--- config.mk ---
export PLATFORM = sky130hd
export DESIGN_NAME = uart_tx_arbiter_flat
export DESIGN_NICKNAME = d
export VERILOG_FILES = /design/src/rtl/uart_tx_arbiter_if.sv /design/src/rtl/uart_tx_arbiter.sv /design/src/flat_wrapper.sv
export SDC_FILE = /design/constraint.sdc
export NUM_CORES = 1
export LEC_CHECK = 0
export ABC_AREA = 1
export CAP_MARGIN = 25
export CORE_MARGIN = 3
export CORE_UTILIZATION = 40
export DETAILED_ROUTE_END_ITERATION = 6
export PLACE_DENSITY = 0.63
export SYNTH_ARGS = -nofsm -noshare
export SYNTH_HDL_FRONTEND = slang
export SYNTH_SLANG_ARGS = --single-unit
--- constraint.sdc ---
create_clock -name i_SysClock -period 3 [get_ports i_SysClock]
set_clock_uncertainty 0.1 [all_clocks]
set_input_delay 0.6 -clock i_SysClock [delete_from_list [all_inputs] [get_ports i_SysClock]]
set_output_delay 0.6 -clock i_SysClock [all_outputs]
set_load 0.005 [all_outputs]
--- src/rtl/uart_tx_arbiter_if.sv ---
// Requester-side and transmitter-side signals of the UART transmit arbiter.
// The master modport is the arbiter; the slave modport is the clients plus uart_tx.
interface uart_tx_arbiter_if #(
    parameter int unsigned NUM_REQ = 4
);
    logic [NUM_REQ-1:0]   i_ReqValid;
    logic [8*NUM_REQ-1:0] i_ReqData;
    logic [NUM_REQ-1:0]   i_ReqLast;
    logic [NUM_REQ-1:0]   o_ReqReady;
    logic [NUM_REQ-1:0]   o_Grant;
    logic                 o_Busy;
    logic                 o_TxValid;
    logic [7:0]           o_TxByte;
    logic                 i_TxDone;

    modport master (
        input  i_ReqValid, i_ReqData, i_ReqLast, i_TxDone,
        output o_ReqReady, o_Grant, o_Busy, o_TxValid, o_TxByte
    );

    modport slave (
        output i_ReqValid, i_ReqData, i_ReqLast, i_TxDone,
        input  o_ReqReady, o_Grant, o_Busy, o_TxValid, o_TxByte
    );
endinterface

--- src/rtl/uart_tx_arbiter.sv ---
// Round-robin, packet-locked sharing of one uart_tx among NUM_REQ byte-stream requesters.
// Paces off the transmitter's done level so a packet streams with no idle bit between bytes.
module uart_tx_arbiter #(
    parameter int unsigned NUM_REQ     = 4,
    parameter int unsigned GAP_TIMEOUT = 1024,
    parameter int unsigned GAP_W       = 16
) (
    input logic               i_SysClock,
    input logic               i_Reset,
    uart_tx_arbiter_if.master bus_io
);
    localparam int unsigned PtrW = $clog2(NUM_REQ);

    typedef enum logic [2:0] {
        StArb,
        StLoad,
        StSend,
        StWaitStart,
        StWaitStop
    } state_e;

    state_e             state_q, state_d;
    logic [NUM_REQ-1:0] grant_q, grant_d;
    logic [PtrW-1:0]    ptr_q, ptr_d;
    logic [PtrW-1:0]    gidx_q, gidx_d;
    logic [GAP_W-1:0]   gap_q, gap_d;
    logic               last_q, last_d;
    logic               tx_valid_q, tx_valid_d;
    logic [7:0]         tx_byte_q, tx_byte_d;

    logic               found;
    logic [PtrW-1:0]    cand;
    logic               load_accept;

    assign load_accept = (state_q == StLoad) && bus_io.i_ReqValid[gidx_q];

    always_comb begin
        state_d    = state_q;
        grant_d    = grant_q;
        ptr_d      = ptr_q;
        gidx_d     = gidx_q;
        gap_d      = gap_q;
        last_d     = last_q;
        tx_valid_d = tx_valid_q;
        tx_byte_d  = tx_byte_q;
        found      = 1'b0;
        cand       = '0;

        unique case (state_q)
            StArb: begin
                // Cyclic search starting at the pointer; first hit wins.
                for (int unsigned i = 0; i < NUM_REQ; i++) begin
                    cand = PtrW'((32'(ptr_q) + i) % NUM_REQ);
                    if (!found && bus_io.i_ReqValid[cand]) begin
                        found         = 1'b1;
                        grant_d       = '0;
                        grant_d[cand] = 1'b1;
                        gidx_d        = cand;
                        ptr_d         = PtrW'((32'(cand) + 1) % NUM_REQ);
                        gap_d         = '0;
                        state_d       = StLoad;
                    end
                end
            end
            StLoad: begin
                if (load_accept) begin
                    tx_byte_d  = bus_io.i_ReqData[{gidx_q, 3'b000} +: 8];
                    last_d     = bus_io.i_ReqLast[gidx_q];
                    gap_d      = '0;
                    tx_valid_d = 1'b1;
                    state_d    = StSend;
                end else if (GAP_TIMEOUT != 0) begin
                    gap_d = gap_q + 1'b1;
                    if (gap_d == GAP_W'(GAP_TIMEOUT)) begin
                        grant_d = '0;
                        gap_d   = '0;
                        state_d = StArb;
                    end
                end
            end
            StSend: begin
                if (bus_io.i_TxDone) begin
                    tx_valid_d = 1'b0;
                    state_d    = StWaitStart;
                end
            end
            StWaitStart: begin
                // Done stays high while the transmitter is still latching the byte.
                if (!bus_io.i_TxDone) begin
                    state_d = StWaitStop;
                end
            end
            StWaitStop: begin
                if (bus_io.i_TxDone) begin
                    if (last_q) begin
                        grant_d = '0;
                        state_d = StArb;
                    end else begin
                        state_d = StLoad;
                    end
                end
            end
            default: state_d = StArb;
        endcase
    end

    always_ff @(posedge i_SysClock) begin
        if (i_Reset) begin
            state_q    <= StArb;
            grant_q    <= '0;
            ptr_q      <= '0;
            gidx_q     <= '0;
            gap_q      <= '0;
            last_q     <= 1'b0;
            tx_valid_q <= 1'b0;
            tx_byte_q  <= 8'hFF;
        end else begin
            state_q    <= state_d;
            grant_q    <= grant_d;
            ptr_q      <= ptr_d;
            gidx_q     <= gidx_d;
            gap_q      <= gap_d;
            last_q     <= last_d;
            tx_valid_q <= tx_valid_d;
            tx_byte_q  <= tx_byte_d;
        end
    end

    assign bus_io.o_ReqReady = (state_q == StLoad) ? grant_q : '0;
    assign bus_io.o_Grant    = grant_q;
    assign bus_io.o_Busy     = (state_q != StArb);
    assign bus_io.o_TxValid  = tx_valid_q;
    assign bus_io.o_TxByte   = tx_byte_q;
endmodule

--- src/flat_wrapper.sv ---
// flat-port wrapper written by rule: the top's interface ports become plain ports
module uart_tx_arbiter_flat 
#(
    parameter int unsigned NUM_REQ     = 4,
    parameter int unsigned GAP_TIMEOUT = 1024,
    parameter int unsigned GAP_W       = 16
)
  (i_SysClock, i_Reset, bus_io_i_ReqValid, bus_io_i_ReqData, bus_io_i_ReqLast, bus_io_i_TxDone, bus_io_o_ReqReady, bus_io_o_Grant, bus_io_o_Busy, bus_io_o_TxValid, bus_io_o_TxByte);
  uart_tx_arbiter_if #(.NUM_REQ(NUM_REQ)) bus_io_i ();
  input logic i_SysClock;
  input logic i_Reset;
  input wire logic [$bits(bus_io_i.i_ReqValid)-1:0] bus_io_i_ReqValid;
  input wire logic [$bits(bus_io_i.i_ReqData)-1:0] bus_io_i_ReqData;
  input wire logic [$bits(bus_io_i.i_ReqLast)-1:0] bus_io_i_ReqLast;
  input wire logic [$bits(bus_io_i.i_TxDone)-1:0] bus_io_i_TxDone;
  output wire logic [$bits(bus_io_i.o_ReqReady)-1:0] bus_io_o_ReqReady;
  output wire logic [$bits(bus_io_i.o_Grant)-1:0] bus_io_o_Grant;
  output wire logic [$bits(bus_io_i.o_Busy)-1:0] bus_io_o_Busy;
  output wire logic [$bits(bus_io_i.o_TxValid)-1:0] bus_io_o_TxValid;
  output wire logic [$bits(bus_io_i.o_TxByte)-1:0] bus_io_o_TxByte;
  assign bus_io_i.i_ReqValid = bus_io_i_ReqValid;
  assign bus_io_i.i_ReqData = bus_io_i_ReqData;
  assign bus_io_i.i_ReqLast = bus_io_i_ReqLast;
  assign bus_io_i.i_TxDone = bus_io_i_TxDone;
  assign bus_io_o_ReqReady = bus_io_i.o_ReqReady;
  assign bus_io_o_Grant = bus_io_i.o_Grant;
  assign bus_io_o_Busy = bus_io_i.o_Busy;
  assign bus_io_o_TxValid = bus_io_i.o_TxValid;
  assign bus_io_o_TxByte = bus_io_i.o_TxByte;
  uart_tx_arbiter #(.NUM_REQ(NUM_REQ), .GAP_TIMEOUT(GAP_TIMEOUT), .GAP_W(GAP_W)) u_core (.i_SysClock(i_SysClock), .i_Reset(i_Reset), .bus_io(bus_io_i));
endmodule
==> flow_summary.toml, run 1 <==
[finish]
antennaDiodeCount = 0
stdcell_count = 597
design_area_mm2 = 0.00365
seq_area_um2 = 741
nFillCells = 725
finish.utilization_pct = 53.2
syn2layout_area_growth_pct = 28.0
layout.nets = 553
drive_above_1_share_pct = 13.0
multiInputGateArea_mm2 = 0.00185

[floorplan]
ios = 61
die_w_um = 90.4
core_area_mm2 = 0.00687
dieArea_mm2 = 0.00818
die_h_um = 90.4
rows = 30
initial_core_util_pct = 41.5

[synth]
ys_warn_count = 0
synth_top_area_share_pct = 26.0
ys_types = 37
synth_cells = 440
synthTopCellsByArea = "dfxtp_1, nand2_1, nand3_1"
ys_ff_latch = 37
syn_avg_cell_area_um2 = 6.48
syn_area_mm2 = 0.00285
yosysTopAreaCell = "dfxtp_1"
ys_seq_area_share_pct = 26.0
synth_fp_nets = 493

[sta]
hold_violations = 0
period_share_pct = 83.2
report.final.setup_viol = 0
setup_tns_ns = 0
finalWorstPathRequiredPeriod_ns = 2.50
relSlewSlack_pct = 61.9
rsz0062_at_grt = "false"
slew_viol_final = 0
fmax_ghz = 0.401
holdWs_ns = 0.366
worst_slew_pin_slew_ns = 0.571

[clock_network]
clockBufferDepth = 2
tritoncts = "done"
cts_root_buf = "clkbuf_8"
cts_resized = 0
numCtsBuffers = 5
cts_max_level = 2
post-cts-setup-buffers = 0
insertion_delay_ns = 0.29
numClockSinks = 37
hold_buffers = 0
path_clk_slew_ns = 0.08

[worst_hold_path]
min_path_type = "reg2reg"
holdPathStages = 1

[critical_path]
crit_arrival_ns = 1.80
worst-r2r-cell-count = 14
cp-start-kind = "register"
crit_type = "reg2out"
crit_fanout = 6
critPathRequiredTime_ns = 2.30
cp-end-kind = "primary output"

[flow_run]
maxCapViolCount = 0

[drt]
wl_mm = 7.91
drt_pass1_iterations = 5
drt_iter0_markers = 156
viasPerCell = 5.15
drcViolationCount = 0
postRouteAntennaNets = 0
wl_per_cell_um = 13.3
vias = 3075

[grt]
track_usage_pct = 20.1
grt_overflow = 0
grt_pass1_vias = 2885
grt_antenna_before_repair = 0
grt_max_degree = 22
grt_pass1_wl_mm = 13.8

[placement]
dpl.hpwl_mm = 6.11
dp_cells = 589
routabilityCongestion = 0.919
place_area_mm2 = 0.00356
port_buffers = 60

[pwr]
powerDensity_mw_per_mm2 = 807
power.static_leakage_uw = 0.00151
peakVddDrop_mv = 0.267

[outcome]
outcome = "finished, final reports clean"
==> flip-flops by register name (all words and copies together) (netlist names) <==
| name | count |
|---|---|
| u_core.bus_io.o_TxValid | 1 |
| u_core.last_q | 1 |
| u_core.bus_io.o_TxByte | 8 |
| u_core.state_q | 3 |
| u_core.ptr_q | 2 |
| u_core.gidx_q | 2 |
| u_core.gap_q | 16 |
| u_core.bus_io.o_Grant | 4 |
==> per-stage QoR <==
step,worst slack (ns),power (µW)
2_1_floorplan,0.822,2050
3_3_place_gp,0.480,2600
3_5_place_dp,0.440,2620
4_1_cts,0.461,2970
5_1_grt,0.299,3260
6_report,0.503,2950
==> synthesized netlist by cell type <==
library cell  number
a211o_1            8
a21boi_2           1
a21oi_1           31
a21oi_2           10
a221oi_1           9
buf_2              3
buf_8              1
clkbuf_1          12
clkinv_2           1
dfxtp_1           37
ha_1              10
inv_1             44
inv_2              5
mux2i_1            1
nand2_1          110
nand2_2           15
nand2_4            2
nand3_1           41
nand3_2            3
nand3_4            2
nand3b_1           5
nand3b_2           1
nand4_1           12
nor2_1            42
nor2_2             4
nor2_4             2
nor3_1             3
o2111ai_1          1
o211ai_1           1
o21ai_0           11
o21ai_1            3
o21ai_4            1
o21bai_1           2
o221ai_1           1
o22ai_1            1
or2_2              1
xor2_1             3
==> report_power, final <==
part / total (µW) / internal (µW) / switching, µW / leakage (µW)
Sequential: 680 / 609 / 71.3 / 0.000302
Combinational: 1920 / 741 / 1180 / 0.00116
Clock: 349 / 161 / 188 / 0.0000439
==> cell usage in the layout (no fill, tap or decap), types with 2 or more instances in the layout <==
cell type,n
nand4_1,12
clkbuf_8,5
inv_2,5
a21oi_2,10
buf_4,9
nand3b_1,5
clkdlybuf4s50_1,60
nand3_1,41
xor2_1,3
nand2_1,110
o21ai_0,11
o21ai_1,3
nand2_2,15
nand3_4,2
nor3_1,3
nand3_2,3
inv_1,44
nor2_2,4
nor2_1,42
dfxtp_1,37
o21bai_1,2
ha_1,10
clkinv_2,3
a21oi_1,31
nand2_4,2
nor2_4,2
a211o_1,8
a221oi_1,9
==> worst max-delay path, cell delays in order (launching register included) <==
cell and delay [ns]:
dfxtp_1 0.36, nor2_1 0.24, inv_1 0.09, nor2_1 0.13, inv_1 0.11, nor2_1 0.10, clkdlybuf4s50_1 0.50
==> area by class of cell <==
cell class	instances	area share, %
clock buffers	5	1.88
clock inverters	3	0.480
flip-flops and latches	37	20.3
well taps	96	3.29
repair buffers	69	18.3
inverters	50	5.17
multi-input cells	337	50.6
==> cells by family after synthesis <==
family,Yosys count,share of synthesized area (%)
and+or+nand+nor,243,40.3
AOI/OAI and AO/OA,80,18.8
buffers and inverters,66,9.26
DFF,37,26.0
adders and majority gates,10,4.39
xor gates and xnor gates,3,0.922
muxes,1,0.351
==> worst paths after layout <==
kind / startpoint / to / slack, ns
hold / removal: u_core.bus_io.o_TxByte[2] / u_core.bus_io.o_TxByte[2] / 0.37
hold reg to reg: u_core.bus_io.o_TxByte[2] / u_core.bus_io.o_TxByte[2] / 0.37
setup reg to reg: u_core.ptr_q[0] / u_core.gap_q[0] / 0.67
setup / recovery: u_core.state_q[2] / bus_io_o_ReqReady[2] / 0.50
==> metal layers <==
| metal | GRT usage, % | vias to the layer above | share of wire (%) |
|---|---|---|---|
| met3 | 2.83 | 17 | 2.3 |
| met5 | 0 | - | 0 |
| met1 | 25.5 | 1424 | 45 |
| met2 | 34.5 | 52 | 49 |
| met4 | 7.53 | 0 | 2.8 |
| li1 | - | 1582 | - |
Power figures use the tool's default switching activity.
==> run 2: changes to the inputs <==
Settings changed: PLACE_DENSITY 0.63 to 0.66.
Clock period 3 ns to 2.1 ns, I/O delays scaled along.
==> run 2 against run 1 <==
  * Final area rose by 13%
  * Highest routed layer unchanged
  * Die area unchanged
  * Critical endpoint is now bus_io_o_Busy
  * Non-clock buffer count rose by 32
==> flow_summary.toml, run 2 (synthesis results as in run 1) <==
[flow_run]
maxCapViolCount = 0

[clock_network]
path_clk_slew_ns = 0.08
cts_root_buf = "clkbuf_8"
clockBufferDepth = 2
hold_buffers = 0
insertion_delay_ns = 0.29
cts_max_level = 2
tritoncts = "done"
numCtsBuffers = 5
numClockSinks = 37

[sta]
rsz0062_at_grt = "true"
report.final.setup_viol = 0
worst_slew_pin_slew_ns = 0.410
setup_tns_ns = 0
finalWorstPathRequiredPeriod_ns = 2.00
hold_violations = 0
holdWs_ns = 0.365
relSlewSlack_pct = 72.6
fmax_ghz = 0.501
slew_viol_final = 0
period_share_pct = 95.1

[drt]
drcViolationCount = 0
postRouteAntennaNets = 0
drt_iter0_markers = 209
drt_pass1_iterations = 4
route.met3.wl_um = 417
vias = 3201
m1WireLength_mm = 3.88
viasPerCell = 5.08
dr_wl_met2_mm = 3.77
wl_per_cell_um = 13.0
wl_mm = 8.21
highest_layer = "met4"

[finish]
drive_above_1_share_pct = 24.0
final_common_cell = "nand2_1"
stdcell_count = 630
layout_common_cells = "nand2_1, clkdlybuf4s50_1, inv_1, nand3_1, buf_4"
syn2layout_area_growth_pct = 44.4
regMostFlops = "u_core.gap_q"
finish.utilization_pct = 59.9
nFillCells = 634
antennaDiodeCount = 0
layout.nets = 586
largest_reg_flops = 16

[critical_path]
crit_chain = "buf_4, nor2_2, inv_2, clkdlybuf4s50_1"
crit_fanout = 5
crit_type = "reg2out"
critPathRequiredTime_ns = 1.58
cp_num_buf_inv = 3
cp-start-kind = "register"
crit_family = "buffers and inverters"
crit_arrival_ns = 1.48
cp-end-kind = "primary output"
critPathMaxStageDelay_ns = 0.44
slowest_stage = "clkdlybuf4s50_1"

[floorplan]
die_w_um = 90.4
die_h_um = 90.4
core_area_mm2 = 0.00687
initial_core_util_pct = 41.5
rows = 30
dieArea_mm2 = 0.00818
ios = 61

[outcome]
outcome = "finished, final reports clean"

[placement]
dpl.hpwl_mm = 5.94
dp_cells = 613
port_buffers = 60
routabilityCongestion = 0.899

[pwr]
power_frac_seq_pct = 20.1
powerDensity_mw_per_mm2 = 1230
peakVddDrop_mv = 0.515
clkPwrFrac_pct = 14.7
p_sw_uw = 2240
power_uw = 5050
intPower_uw = 2810
comb_power_share_pct = 65.2
p_sw_share_pct = 44.3
power.static_leakage_uw = 0.00177

[grt]
track_usage_pct = 19.3
grt_overflow = 0
grt_pass1_vias = 2938
grt_pass1_wl_mm = 13.3
grt_antenna_before_repair = 0
grt_max_degree = 21

[worst_hold_path]
min_path_type = "reg2reg"
==> run 2: cell count changes in the layout (fill, tap and decap cells not counted), sizes merged <==
cell / delta
bufinv: +2
dlygate4sd2: +4
clkinvlp: -1
nand2: +1
buf: +32
clkinv: -1
clkdlybuf4s50: -6
dlymetal6s2s: +2
==> run 2: through the flow <==
step	instance area (µm²)	worst slack, ns
detailed placement	3770	-0.247
finish	4120	0.104
global placement	3770	-0.189
CTS	3930	0.00577
global route	4120	-0.0352
floorplan	2850	0.0426
==> run 2: path summary, 6_finish.rpt <==
kind | start | endpoint | slack, ns | depth (start not counted)
setup / recovery | u_core.state_q[2] | bus_io_o_Busy | 0.10 | 4
hold / removal | u_core.last_q | u_core.last_q | 0.36 | 2
setup reg to reg | u_core.ptr_q[1] | u_core.gap_q[12] | 0.12 | 14
hold reg to reg | u_core.last_q | u_core.last_q | 0.36 | 2
==> run 2: power by group through the flow <==
stage	sequential [µW]	combinational, µW	clock (µW)
CTS	1010	3070	769
finish	1020	3290	743
global route	1040	3700	786
detailed placement	1010	3010	0
floorplan	1010	1930	0
global placement	1010	2980	0
==> run 2: per-layer routing <==
metal,GRT usage (%),vias up
li1,-,1652
met3,4.25,15
met2,31.5,85
met5,0,-
met1,25.7,1449
met4,5.36,0
==> run 2: layout make-up <==
class                   instances  area [µm²]  area share, %
clock inverters                 3        65.1           1.58
repair buffers                101         937           22.8
well taps                      96         120           2.92
inverters                      50         189           4.59
multi-input cells             338        1980           48.2
flip-flops and latches         37         752           18.3
clock buffers                   5        68.8           1.67
==> run 2: worst register-to-register path, stage by stage (launching register included) <==
cell and delay, ns:
dfxtp_2 0.33, inv_1 0.07, ha_4 0.29, inv_2 0.06, nand2_1 0.10, nand2_2 0.08
inv_2 0.07, nand2_2 0.05, clkinv_2 0.08, nand3_4 0.07, nor2_4 0.14, inv_2 0.12
nand2_4 0.18, nand2_2 0.07, a21oi_2 0.11
==> run 2: timing repair <==
| action | in CTS | in global routing |
|---|---|---|
| cloned | 0 | 1 |
| setup buffers | 2 | 6 |
| pin swaps | 2 | 11 |
| resized for setup | 10 | 33 |
| setup endpoints to repair | 7 | 27 |
==> run 3: changes to the inputs <==
Settings changed: REMOVE_ABC_BUFFERS from default to 1, SKIP_LAST_GASP from default to 1.
==> run 3 against run 2 <==
  * Maximum frequency shrank 2.1%
  * Critical path depth increased by 1
  * Total power is 4.0% lower
  * Die area stayed put
  * Count of clock-buffer cells in the layout rose by 2
  * Clock power shrank 24%
  * Utilization decreased by 0.78 points
  * Combinational power about the same
  * Largest power group unchanged
==> flow_summary.toml, run 3 (synthesis results as in run 1) <==
[outcome]
outcome = "finished, final reports clean"

[critical_path]
crit_fanout = 4
cp_num_buf_inv = 3
slowest_stage = "clkdlybuf4s50_1"
crit_type = "reg2out"
crit_chain = "nor2_1, inv_1, nor2_1, inv_1, clkdlybuf4s50_1"
cp-start-kind = "register"
crit_family = "buffers and inverters"
critPathRequiredTime_ns = 1.58
critPathMaxStageDelay_ns = 0.45
crit_arrival_ns = 1.52
cp-end-kind = "primary output"

[pwr]
intPower_uw = 2630
comb_power_share_pct = 68.0
power_frac_seq_pct = 20.3
p_sw_uw = 2220
clkPwrFrac_pct = 11.7
power.static_leakage_uw = 0.00175
p_sw_share_pct = 45.8
peakVddDrop_mv = 0.496
powerDensity_mw_per_mm2 = 1190
power_uw = 4850

[worst_hold_path]
min_path_type = "reg2reg"

[sta]
fmax_ghz = 0.490
rsz0062_at_grt = "true"
worst_slew_pin_slew_ns = 0.371
report.final.setup_viol = 0
setup_ws_ns = 0.0609
holdWs_ns = 0.371
hold_violations = 0
slew_viol_final = 0
relSlewSlack_pct = 75.1
finalWorstPathRequiredPeriod_ns = 2.04
period_share_pct = 97.1

[finish]
finish.utilization_pct = 59.1
seq_area_um2 = 761
layout.nets = 580
final_common_cell = "nand2_1"
antennaDiodeCount = 0
largest_reg_flops = 16
multiInputGateArea_mm2 = 0.00198
layout_common_cells = "nand2_1, clkdlybuf4s50_1, nand3_1, inv_1, nor2_1"
regMostFlops = "u_core.gap_q"
drive_above_1_share_pct = 24.1
nFillCells = 641
syn2layout_area_growth_pct = 42.5

[placement]
port_buffers = 60
dpl.hpwl_mm = 5.89
routabilityCongestion = 0.912
place_ws_ns = -0.231

[drt]
postRouteAntennaNets = 0
wl_per_cell_um = 12.6
drt_pass1_iterations = 5
drcViolationCount = 0
drt_iter0_markers = 121
wl_mm = 7.84
vias = 3207
viasPerCell = 5.14

[grt]
grt_antenna_before_repair = 0
grt_pass1_wl_mm = 12.8
grt_overflow = 0
grt_max_degree = 27
track_usage_pct = 18.4
grt_pass1_vias = 2962

[clock_network]
hold_buffers = 0
path_clk_slew_ns = 0.08
numClockSinks = 37
insertion_delay_ns = 0.29
cts_max_level = 2
tritoncts = "done"
clockBufferDepth = 2
numCtsBuffers = 5
cts_root_buf = "clkbuf_8"

[floorplan]
dieArea_mm2 = 0.00818
rows = 30
initial_core_util_pct = 41.5
core_area_mm2 = 0.00687
ios = 61
die_w_um = 90.4
die_h_um = 90.4

[flow_run]
maxCapViolCount = 0
==> run 3: cell count changes in the layout (fill, tap and decap cells not counted), moves of 3 or more <==
cell | previous run | this run
dfxtp_1 | 28 | 25
nand3_2 | 6 | 1
nand3_1 | 38 | 41
nand2_1 | 109 | 104
nand2_2 | 16 | 21
buf_4 | 38 | 31
==> run 3: final timing paths <==
check	start	endpoint	slack [ns]	depth (start not counted)
max	u_core.state_q[1]	bus_io_o_Busy	0.06	5
min	u_core.bus_io.o_TxByte[1]	u_core.bus_io.o_TxByte[1]	0.37	1
max reg2reg	u_core.state_q[1]	u_core.bus_io.o_TxByte[3]	0.12	8
min reg2reg	u_core.bus_io.o_TxByte[1]	u_core.bus_io.o_TxByte[1]	0.37	1
==> run 3: through the flow <==
stage | cells | cell area [µm²] | TNS (ns)
6_report | 624 | 4060 | 0
4_1_cts | 622 | 3890 | -0.0176
3_3_place_gp | 612 | 3760 | -3.18
3_5_place_dp | 612 | 3760 | -4.57
2_1_floorplan | 424 | 2780 | -24.33
5_1_grt | 624 | 4060 | -0.145
==> run 3: power by group through the flow <==
stage	sequential, µW	clock [µW]	combinational (µW)
finish	985	567	3300
global route	1010	610	3660
CTS	975	583	3080
detailed placement	983	0	3040
global placement	978	0	3000
floorplan	1040	0	1770
==> run 3: routing by layer <==
layer / routed length (µm) / global-route usage (%) / up-vias
met5: 0 / 0 / -
met4: 99 / 4.46 / 0
met3: 428 / 5.00 / 11
met2: 3760 / 32.2 / 85
met1: 3550 / 22.3 / 1472
li1: - / - / 1639
==> run 3: final cells by class <==
type / count / share of cell area [%]
clock buffers: 7 / 2.37
repair buffers: 95 / 22.2
inverters: 50 / 4.71
flip-flops and latches: 37 / 18.7
well taps: 96 / 2.96
multi-input cells: 338 / 48.8
clock inverters: 1 / 0.216
==> run 3: worst reg2reg max path, cell delays in order, from the launching register on <==
cell and delay (ns):
dfxtp_4 0.36, nor2_2 0.12, inv_1 0.07, nor2_2 0.13
buf_4 0.31, nand3_2 0.23, buf_12 0.21, a221oi_1 0.27
a211o_1 0.14
==> run 3: timing repair <==
item / in CTS / in global routing
setup buffers: 2 / 3
pin swaps: 2 / 11
gates cloned: 0 / 1
resized for setup: 11 / 45
setup endpoints to repair: 8 / 35
endpoints found under the hold margin: 0 / 0
